`src/rtl/cios_pkg.sv`:
```
// Shared types for the CIOS Montgomery datapath: reduction-row FSM states and word typedefs.
package cios_pkg;

  localparam int unsigned CiosWidth = 32;

  typedef logic [CiosWidth-1:0]   word_t;
  typedef logic [2*CiosWidth-1:0] dword_t;

  typedef enum logic [2:0] {
    StIdle,
    StM,
    StMac,
    StFetch,
    StEmit,
    StTop0,
    StTop1,
    StDone
  } state_t;

endpackage

```
`src/rtl/cios_mac.sv`:
```
// Word cell t + m*n + c producing a double-width {carry, sum}; shared by multiply and reduce rows.
module cios_mac #(
  parameter int unsigned WIDTH = 32
) (
  input  logic [WIDTH-1:0]   t_i,
  input  logic [WIDTH-1:0]   m_i,
  input  logic [WIDTH-1:0]   n_i,
  input  logic [WIDTH-1:0]   c_i,
  output logic [2*WIDTH-1:0] sum_o
);

  localparam int unsigned DW = 2 * WIDTH;

  // Max value is (2^W-1)^2 + 2*(2^W-1) = 2^2W - 1, so DW bits never overflow.
  assign sum_o = DW'(m_i) * DW'(n_i) + DW'(t_i) + DW'(c_i);

endmodule

```
`src/rtl/cios_reduce.sv`:
```
// CIOS Montgomery reduction row: new T = (T + m*N) >> W, streamed one word per handshake.
// Optional zero check on the discarded low word enabled by defining CIOS_REDUCE_ZERO_CHECK_EN.
module cios_reduce import cios_pkg::*; #(
  parameter int unsigned WIDTH = CiosWidth,
  parameter int unsigned WORDS = 4
) (
  input  logic                     clk,
  input  logic                     rst,
  input  logic                     start_i,
  input  logic [WIDTH-1:0]         n0_inv_i,
  input  logic [WIDTH-1:0]         t_hi_i,
  input  logic [WIDTH-1:0]         t_hi1_i,
  input  logic                     t_valid_i,
  input  logic [WIDTH-1:0]         t_data_i,
  output logic                     t_ready_o,
  output logic                     n_rd_en_o,
  output logic [$clog2(WORDS)-1:0] n_addr_o,
  input  logic [WIDTH-1:0]         n_data_i,
  output logic                     out_valid_o,
  output logic [WIDTH-1:0]         out_data_o,
  output logic                     out_last_o,
  input  logic                     out_ready_i,
  output logic                     busy_o,
  output logic                     done_o,
  output logic                     err_o
);

  localparam int unsigned AW = $clog2(WORDS);
  localparam logic [AW-1:0] LastJ = AW'(WORDS - 1);

  state_t            state_q;
  logic [AW-1:0]     j_q;
  logic [WIDTH-1:0]  n0_inv_q, t_hi_q, t_hi1_q;
  logic [WIDTH-1:0]  c_q, m_q, t_q;
  logic              c1_q;
  logic              t_ready_q, out_valid_q, out_last_q, busy_q, done_q;
  logic [WIDTH-1:0]  out_data_q;

  logic [2*WIDTH-1:0] mac_sum;
  logic [WIDTH-1:0]   m_word;
  logic [WIDTH:0]     top0_sum;

  cios_mac #(
    .WIDTH(WIDTH)
  ) u_mac (
    .t_i  (t_q),
    .m_i  (m_q),
    .n_i  (n_data_i),
    .c_i  (c_q),
    .sum_o(mac_sum)
  );

  assign m_word   = t_data_i * n0_inv_q;
  assign top0_sum = {1'b0, t_hi_q} + {1'b0, c_q};

  // The modulus read goes out in the T-handshake cycle so N[j] arrives in the following MAC cycle.
  assign n_rd_en_o   = t_ready_q & t_valid_i;
  assign n_addr_o    = j_q;
  assign t_ready_o   = t_ready_q;
  assign out_valid_o = out_valid_q;
  assign out_data_o  = out_data_q;
  assign out_last_o  = out_last_q;
  assign busy_o      = busy_q;
  assign done_o      = done_q;

  always_ff @(posedge clk) begin
    if (rst) begin
      state_q     <= StIdle;
      j_q         <= '0;
      n0_inv_q    <= '0;
      t_hi_q      <= '0;
      t_hi1_q     <= '0;
      c_q         <= '0;
      c1_q        <= 1'b0;
      m_q         <= '0;
      t_q         <= '0;
      t_ready_q   <= 1'b0;
      out_valid_q <= 1'b0;
      out_data_q  <= '0;
      out_last_q  <= 1'b0;
      busy_q      <= 1'b0;
      done_q      <= 1'b0;
    end else begin
      unique case (state_q)
        StIdle: begin
          if (start_i) begin
            n0_inv_q  <= n0_inv_i;
            t_hi_q    <= t_hi_i;
            t_hi1_q   <= t_hi1_i;
            c_q       <= '0;
            j_q       <= '0;
            t_ready_q <= 1'b1;
            busy_q    <= 1'b1;
            state_q   <= StM;
          end
        end
        StM: begin
          if (t_valid_i) begin
            m_q       <= m_word;
            t_q       <= t_data_i;
            t_ready_q <= 1'b0;
            state_q   <= StMac;
          end
        end
        StMac: begin
          c_q <= mac_sum[2*WIDTH-1:WIDTH];
          if (j_q == '0) begin
            j_q       <= j_q + AW'(1);
            t_ready_q <= 1'b1;
            state_q   <= StFetch;
          end else begin
            out_valid_q <= 1'b1;
            out_data_q  <= mac_sum[WIDTH-1:0];
            state_q     <= StEmit;
          end
        end
        StFetch: begin
          if (t_valid_i) begin
            t_q       <= t_data_i;
            t_ready_q <= 1'b0;
            state_q   <= StMac;
          end
        end
        StEmit: begin
          if (out_ready_i) begin
            if (j_q != LastJ) begin
              out_valid_q <= 1'b0;
              j_q         <= j_q + AW'(1);
              t_ready_q   <= 1'b1;
              state_q     <= StFetch;
            end else begin
              // out_valid stays high: the T[s] word follows with no bubble.
              out_data_q <= top0_sum[WIDTH-1:0];
              c1_q       <= top0_sum[WIDTH];
              state_q    <= StTop0;
            end
          end
        end
        StTop0: begin
          if (out_ready_i) begin
            out_data_q <= t_hi1_q + {{(WIDTH-1){1'b0}}, c1_q};
            out_last_q <= 1'b1;
            state_q    <= StTop1;
          end
        end
        StTop1: begin
          if (out_ready_i) begin
            out_valid_q <= 1'b0;
            out_last_q  <= 1'b0;
            done_q      <= 1'b1;
            state_q     <= StDone;
          end
        end
        StDone: begin
          done_q  <= 1'b0;
          busy_q  <= 1'b0;
          state_q <= StIdle;
        end
        default: state_q <= StIdle;
      endcase
    end
  end

`ifdef CIOS_REDUCE_ZERO_CHECK_EN
  logic err_q;

  // A correct n0_inv always zeroes the discarded low word of the j=0 MAC.
  always_ff @(posedge clk) begin
    if (rst) begin
      err_q <= 1'b0;
    end else if (state_q == StIdle && start_i) begin
      err_q <= 1'b0;
    end else if (state_q == StMac && j_q == '0 && mac_sum[WIDTH-1:0] != '0) begin
      err_q <= 1'b1;
    end
  end

  assign err_o = err_q;
`else
  assign err_o = 1'b0;
`endif

endmodule

```
`config.mk`:
```
export PLATFORM = sky130hd
export DESIGN_NAME = cios_reduce
export DESIGN_NICKNAME = d
export VERILOG_FILES = /design/src/rtl/cios_pkg.sv /design/src/rtl/cios_mac.sv /design/src/rtl/cios_reduce.sv
export SDC_FILE = /design/constraint.sdc
export NUM_CORES = 2
export LEC_CHECK = 0
export CAP_MARGIN = 25
export CORE_MARGIN = 5
export CORE_UTILIZATION = 35
export DETAILED_ROUTE_END_ITERATION = 10
export PLACE_DENSITY_LB_ADDON = 0.08
export SYNTH_ARGS = -nofsm -noshare
export SYNTH_HDL_FRONTEND = slang
export SYNTH_SLANG_ARGS = --single-unit
```
`constraint.sdc`:
```
create_clock -name clk -period 9.2 [get_ports clk]
set_input_delay 1.38 -clock clk [delete_from_list [all_inputs] [get_ports clk]]
set_output_delay 1.38 -clock clk [all_outputs]
set_load 0.005 [all_outputs]
```
Word-level counts from Yosys, hierarchy flattened
Cells that the tools add are included.

cells by class
  add/sub/neg operators = 5
  multipliers = 2
  equal/unequal tests = 17
  multiplexer cells = 35
  bitwise gates (word level) = 2
  reductions and logical operators = 24

operators with widths
  operator                                                          count
  32-bit two-way mux                                                5
  64-bit by 32-bit adder with 64-bit output                         2
  32-bit case mux with 3 select lines                               1
  32-bit by 32-bit multiplier with 64-bit output                    1
  32-bit case mux with 2 select lines                               1
  32-bit by 32-bit adder with 33-bit output                         1
  32-bit by 1-bit adder with 32-bit output                          1
  32-bit by 32-bit multiplier with 32-bit output                    1
  3-bit two-way mux                                                 7
  3-bit case mux with 7 select lines                                1
  5-bit AND reduction                                               4
  2-bit inequality test (second input constant)                     9
  3-bit == test (second input constant)                             4
  2-bit AND reduction                                               6
  1-bit two-way mux                                                 10
  3-bit nonzero test                                                3
  2-bit two-way mux                                                 4
  2-bit nonzero test                                                4
  3-bit by 2-bit == test with 1-bit output (second input constant)  2
  1-bit case mux with 2 select lines                                3
  2-bit case mux with 3 select lines                                1
  3-bit AND reduction                                               2
  6-bit AND reduction                                               1
  1-bit case mux with 4 select lines                                1
  other kinds (10)                                                  10

storage, ports and cells
  register bits = 235
  output and inout port bits = 41
  word-level logic and storage cells = 100

Depth between registers and ports, before layout
  word-level depth = 5
  mapped depth = 31
  depth with buffers taken out = 29

Cells and area by module
From an unflattened synthesis, not the netlist that was laid out.

unflattened totals
  cells, all modules = 7178
  area, all modules = 62103.3 µm²

by module, submodules not included
  module       instances  cells an instance  area each (µm²)  sequential area each (µm²)
  cios_mac     1          3980               35404.0          0.0
  cios_reduce  1          3198               26699.4          4704.5

Worst setup path before layout
Ideal clock, no wire load.

  path kind = input to register
  start = input port n_data_i[0]
  end = register c_q[31]
  setup time = 117 ps
  data arrival time = 8409 ps
  setup slack = 674 ps
  stages = 28
  cells stage by stage = clkbuf_1 nand2_1 fa_1 fa_1 fa_1 fa_1 inv_1 fa_1 inv_1 fa_1 inv_1 fa_1 inv_1 fa_1 inv_1 ha_1 clkbuf_1 a21oi_1 o211ai_1 a21oi_1 or3_1 o21a_1 o31ai_4 a221oi_2 o21a_1 o311ai_2 xnor2_1 a22o_1

on the way
  cells in the longest elaborated chain, start to end = 4

RTL lines
  what                                                    RTL line            RTL
  from (decl)                                             cios_reduce.sv:18   input logic [WIDTH-1:0] n_data_i,
  32-bit by 32-bit multiplier with 64-bit output          cios_mac.sv:15      assign sum_o = DW'(m_i) * DW'(n_i) + DW'(t_i) + DW'(c_i);
  64-bit by 32-bit adder with 64-bit output (2 in a row)  cios_mac.sv:15
  32-bit case mux with 2 select lines                     cios_reduce.sv:84   unique case (state_q)
  to (signal assigned)                                    cios_reduce.sv:106  c_q <= mac_sum[2*WIDTH-1:WIDTH];
  to (decl)                                               cios_reduce.sv:34   logic [WIDTH-1:0] c_q, m_q, t_q;

Every way passes these cells.
A chain may end at the register's enable or synchronous reset.

Final worst setup path
Ends and elaborated chain as after synthesis.

==> metrics.json <==
{
  "status": {
    "run_status": "finished clean"
  },
  "cells_and_area": {
    "mostFrequentLayoutCell": "sky130_fd_sc_hd__inv_1",
    "layout.cells.non_filler": 9765,
    "nFillCells": 17930,
    "finish.utilization_pct": 40.13,
    "area_occupied_by_multi_input_gates_um2": 49350,
    "layout.nets": 9381,
    "area_growth_syn_to_layout_pct": 13.87,
    "most-common-layout-cells": "sky130_fd_sc_hd__inv_1, sky130_fd_sc_hd__fa_1, sky130_fd_sc_hd__nand2_1, sky130_fd_sc_hd__and2_1, sky130_fd_sc_hd__ha_1",
    "layout-drive-gt1-share_pct": 7.127,
    "seq_area_um2": 4710
  },
  "setup_path": {
    "setup.worst_path.end_class": "flip-flop",
    "critical_path_fanouts_max": 11,
    "path_class": "in -> reg",
    "setup.worst_path.start_class": "input pin",
    "worst-endpoint-arrival_ps": 9310,
    "cp.required_ps": 9620
  },
  "grt": {
    "grt_first_pass_wirelength_um": 330300,
    "global_route_total_overflow": 0,
    "initial_antenna_violation_count": 11,
    "via_count_of_the_first_global_routing_pass": 51120,
    "grt_util_all_layers_pct": 23.49,
    "maximum_number_of_pins_on_one_net_before_global_route_repair": 80
  },
  "drt": {
    "drt.antenna.violating_nets": 0,
    "dr.pass1.iters": 5,
    "avgViaCountPerCell": 4.856,
    "routed_wirelength_um": 214100,
    "drt_drc_violations_left": 0,
    "wl_per_cell_um": 21.93,
    "drt_iter0_drc": 2632,
    "vias": 47420
  },
  "logic_synthesis": {
    "postSynthCellCount": 7128,
    "postSynth.asyncResetShare_pct": 0,
    "post_synth_num_cell_types": 70,
    "synth_flop_cell": "sky130_fd_sc_hd__dfxtp_1",
    "yosys_register_bits": 235,
    "netlist_area_um2": 61390,
    "synth-seq-area-share_pct": 7.664,
    "yosys_warnings": 0,
    "net_count_synth": 9096,
    "synth_enable_flop_cells": 0,
    "syn_avg_cell_area_um2": 8.612
  },
  "flow_run": {
    "maxCapViolCount": 0
  },
  "clocking": {
    "cts.clk_slew.worst_paths_ps": 60,
    "cts-root-buf": "sky130_fd_sc_hd__clkbuf_16",
    "cts_max_level": 2,
    "tritoncts": "built",
    "worstSkewPairLatency_ps": 550,
    "tritoncts_num_sinks": 235,
    "ctsLongestPathBuffers": 3,
    "cts_inserted_buffers": 34,
    "post_cts.repair.setup_buffers": 0
  },
  "timing": {
    "max_slew.worst_pin.slew_ps": 1026,
    "setup_ws_ps": 317.5,
    "layout_min_cycle_time_ps": 8882,
    "setup_repair_after_global_routing_missed_its_margin": "no",
    "final_hold_viol_count": 0,
    "timing.clock.skew_ps": 33.82,
    "holdWs_ps": 455.3,
    "fin_crit_sh_pct": 96.55,
    "timing.slew.headroom_pct": 31.26,
    "fmaxAchievable_mhz": 112.6,
    "setup-violations-final": 0,
    "timing.final.max_slew_violations": 0
  },
  "pwr": {
    "p_leak_nw": 33.93,
    "overall_power_mw": 27.75,
    "worst_vdd_rail_ir_drop_uv": 338.7,
    "power_density_nw_per_um2": 396.9
  },
  "placed_design": {
    "place.port_buffers": 204,
    "gp_congestion": 0.8939,
    "place.detailed.hpwl_um": 183000,
    "cell_count_after_placement": 9701,
    "pre_cts_slack_ps": -270.5
  },
  "hold_path": {
    "min_path_type": "reg -> reg"
  },
  "die": {
    "initial_core_util_pct": 35.24,
    "dieWidth_um": 428.8,
    "std_cell_rows": 153,
    "chipHeight_um": 428.8,
    "pin_count": 206,
    "core_um2": 174200,
    "die_area_um2": 183900
  }
}
-- worst paths after layout --
path / startpoint / endpoint / slack [ps] / cells past startpoint
max: n_data_i[0] / c_q[31]$_SDFFE_PP0P_ / 320 / 28
min: t_q[22]$_SDFFE_PP0P_ / t_q[22]$_SDFFE_PP0P_ / 460 / 2
max reg2reg: m_q[14]$_SDFFE_PP0P_ / c_q[31]$_SDFFE_PP0P_ / 880 / 27
min reg2reg: t_q[22]$_SDFFE_PP0P_ / t_q[22]$_SDFFE_PP0P_ / 460 / 2
-- cells in the mapped netlist, types with 6 or more instances --
master | number | area (um^2)
sky130_fd_sc_hd__a2111oi_0 | 6 | 52.55
sky130_fd_sc_hd__a211oi_1 | 34 | 255.2
sky130_fd_sc_hd__a21o_1 | 76 | 570.6
sky130_fd_sc_hd__a21oi_1 | 286 | 1431
sky130_fd_sc_hd__a22o_1 | 24 | 210.2
sky130_fd_sc_hd__a22oi_1 | 8 | 60.06
sky130_fd_sc_hd__a311oi_1 | 11 | 96.34
sky130_fd_sc_hd__a31oi_1 | 22 | 137.6
sky130_fd_sc_hd__and2_1 | 674 | 4217
sky130_fd_sc_hd__and3_1 | 13 | 81.33
sky130_fd_sc_hd__buf_1 | 6 | 22.52
sky130_fd_sc_hd__clkbuf_1 | 391 | 1468
sky130_fd_sc_hd__dfxtp_1 | 235 | 4705
sky130_fd_sc_hd__fa_1 | 1368 | 27390
sky130_fd_sc_hd__ha_1 | 435 | 5443
sky130_fd_sc_hd__inv_1 | 1572 | 5901
sky130_fd_sc_hd__nand2_1 | 1297 | 4868
sky130_fd_sc_hd__nand2b_1 | 12 | 75.07
sky130_fd_sc_hd__nand3_1 | 28 | 140.1
sky130_fd_sc_hd__nand4_1 | 23 | 143.9
sky130_fd_sc_hd__nor2_1 | 126 | 473.0
sky130_fd_sc_hd__nor2b_1 | 18 | 112.6
sky130_fd_sc_hd__nor3_1 | 30 | 150.1
sky130_fd_sc_hd__o211ai_1 | 21 | 157.7
sky130_fd_sc_hd__o21a_1 | 16 | 120.1
sky130_fd_sc_hd__o21ai_0 | 75 | 375.4
sky130_fd_sc_hd__o21bai_1 | 20 | 150.1
sky130_fd_sc_hd__o22ai_1 | 8 | 50.05
sky130_fd_sc_hd__or3_1 | 10 | 62.56
sky130_fd_sc_hd__xnor2_1 | 134 | 1174
sky130_fd_sc_hd__xor2_1 | 66 | 578.1
-- critical path, stage by stage --
cell	delay [ps]
sky130_fd_sc_hd__clkdlybuf4s50_1	470
sky130_fd_sc_hd__buf_4	170
sky130_fd_sc_hd__buf_4	220
sky130_fd_sc_hd__nand2_1	100
sky130_fd_sc_hd__fa_1	510
sky130_fd_sc_hd__fa_1	560
sky130_fd_sc_hd__fa_1	470
sky130_fd_sc_hd__fa_1	550
sky130_fd_sc_hd__inv_1	50
sky130_fd_sc_hd__fa_1	470
sky130_fd_sc_hd__fa_1	520
sky130_fd_sc_hd__fa_1	500
sky130_fd_sc_hd__inv_1	50
sky130_fd_sc_hd__fa_1	480
sky130_fd_sc_hd__inv_1	50
sky130_fd_sc_hd__ha_1	340
sky130_fd_sc_hd__nand2_1	90
sky130_fd_sc_hd__o211ai_1	250
sky130_fd_sc_hd__a21oi_1	120
sky130_fd_sc_hd__buf_4	160
sky130_fd_sc_hd__or3_1	310
sky130_fd_sc_hd__o21a_1	240
sky130_fd_sc_hd__o31ai_4	280
sky130_fd_sc_hd__a221oi_2	100
sky130_fd_sc_hd__o21a_1	240
sky130_fd_sc_hd__o311ai_2	300
sky130_fd_sc_hd__xnor2_1	100
sky130_fd_sc_hd__a22o_1	200
-- flip-flops by register name, summed over array words and instances, names as in the netlist, 2 cells and up --
name,flops
c_q,32
m_q,32
n0_inv_q,32
out_data_o,32
t_hi1_q,32
t_hi_q,32
t_q,32
state_q,3
n_addr_o,2
-- cell families (layout without fill, tap and decap cells) --
| logic type | after synthesis | count (layout) | synth area share (%) |
|---|---|---|---|
| AO/OA/AOI/OAI | 661 | 661 | 6.789 |
| XOR/XNOR | 200 | 200 | 2.853 |
| adder cells (fa/ha/maj) | 1803 | 1803 | 53.48 |
| buffers and inverters | 1971 | 2279 | 12.06 |
| flip-flops | 235 | 235 | 7.664 |
| multiplexers | 4 | 4 | 0.06522 |
| other | 1 | 5 | 0.006109 |
| AND/OR/NAND/NOR | 2253 | 2253 | 17.09 |
-- metrics by stage --
step	setup TNS (ps)	instance area, um^2
2_1_floorplan	0	61390
3_3_place_gp	-2800	68710
3_5_place_dp	-3425	68710
4_1_cts	0	69840
5_1_grt	0	69900
6_report	0	69900
-- final cells by class --
cell class                 count  area share, %
multi-input combinational   4922          70.60
tap                         2325          4.162
inverter                    1573          8.447
clock inverter                13         0.2237
antenna                        4        0.01432
clock buffer                  46          1.396
timing repair buffer         647          8.425
sequential                   235          6.737
-- where the power goes --
part	leakage [nW]	internal (mW)	switching (mW)	total, mW
logic	31.5	10.4	14.3	24.7
clock network	0.551	0.808	0.543	1.35
registers	1.91	1.23	0.497	1.72
-- layer usage --
| metal | global-route usage, % | vias up | share of wire, % |
|---|---|---|---|
| met5 | 0 | - | 0 |
| met4 | 5.425 | 0 | 2.7 |
| met3 | 1.634 | 189 | 3.5 |
| met2 | 39.69 | 998 | 48 |
| met1 | 33.11 | 24640 | 46 |
| li1 | - | 21600 | - |
-- what timing repair did --
item	CTS	global route
gates resized for setup	0	9
endpoints found under the hold margin	0	0
hold buffers	0	0
endpoints found under the setup margin	0	12
(Power assumes the default switching activity.)
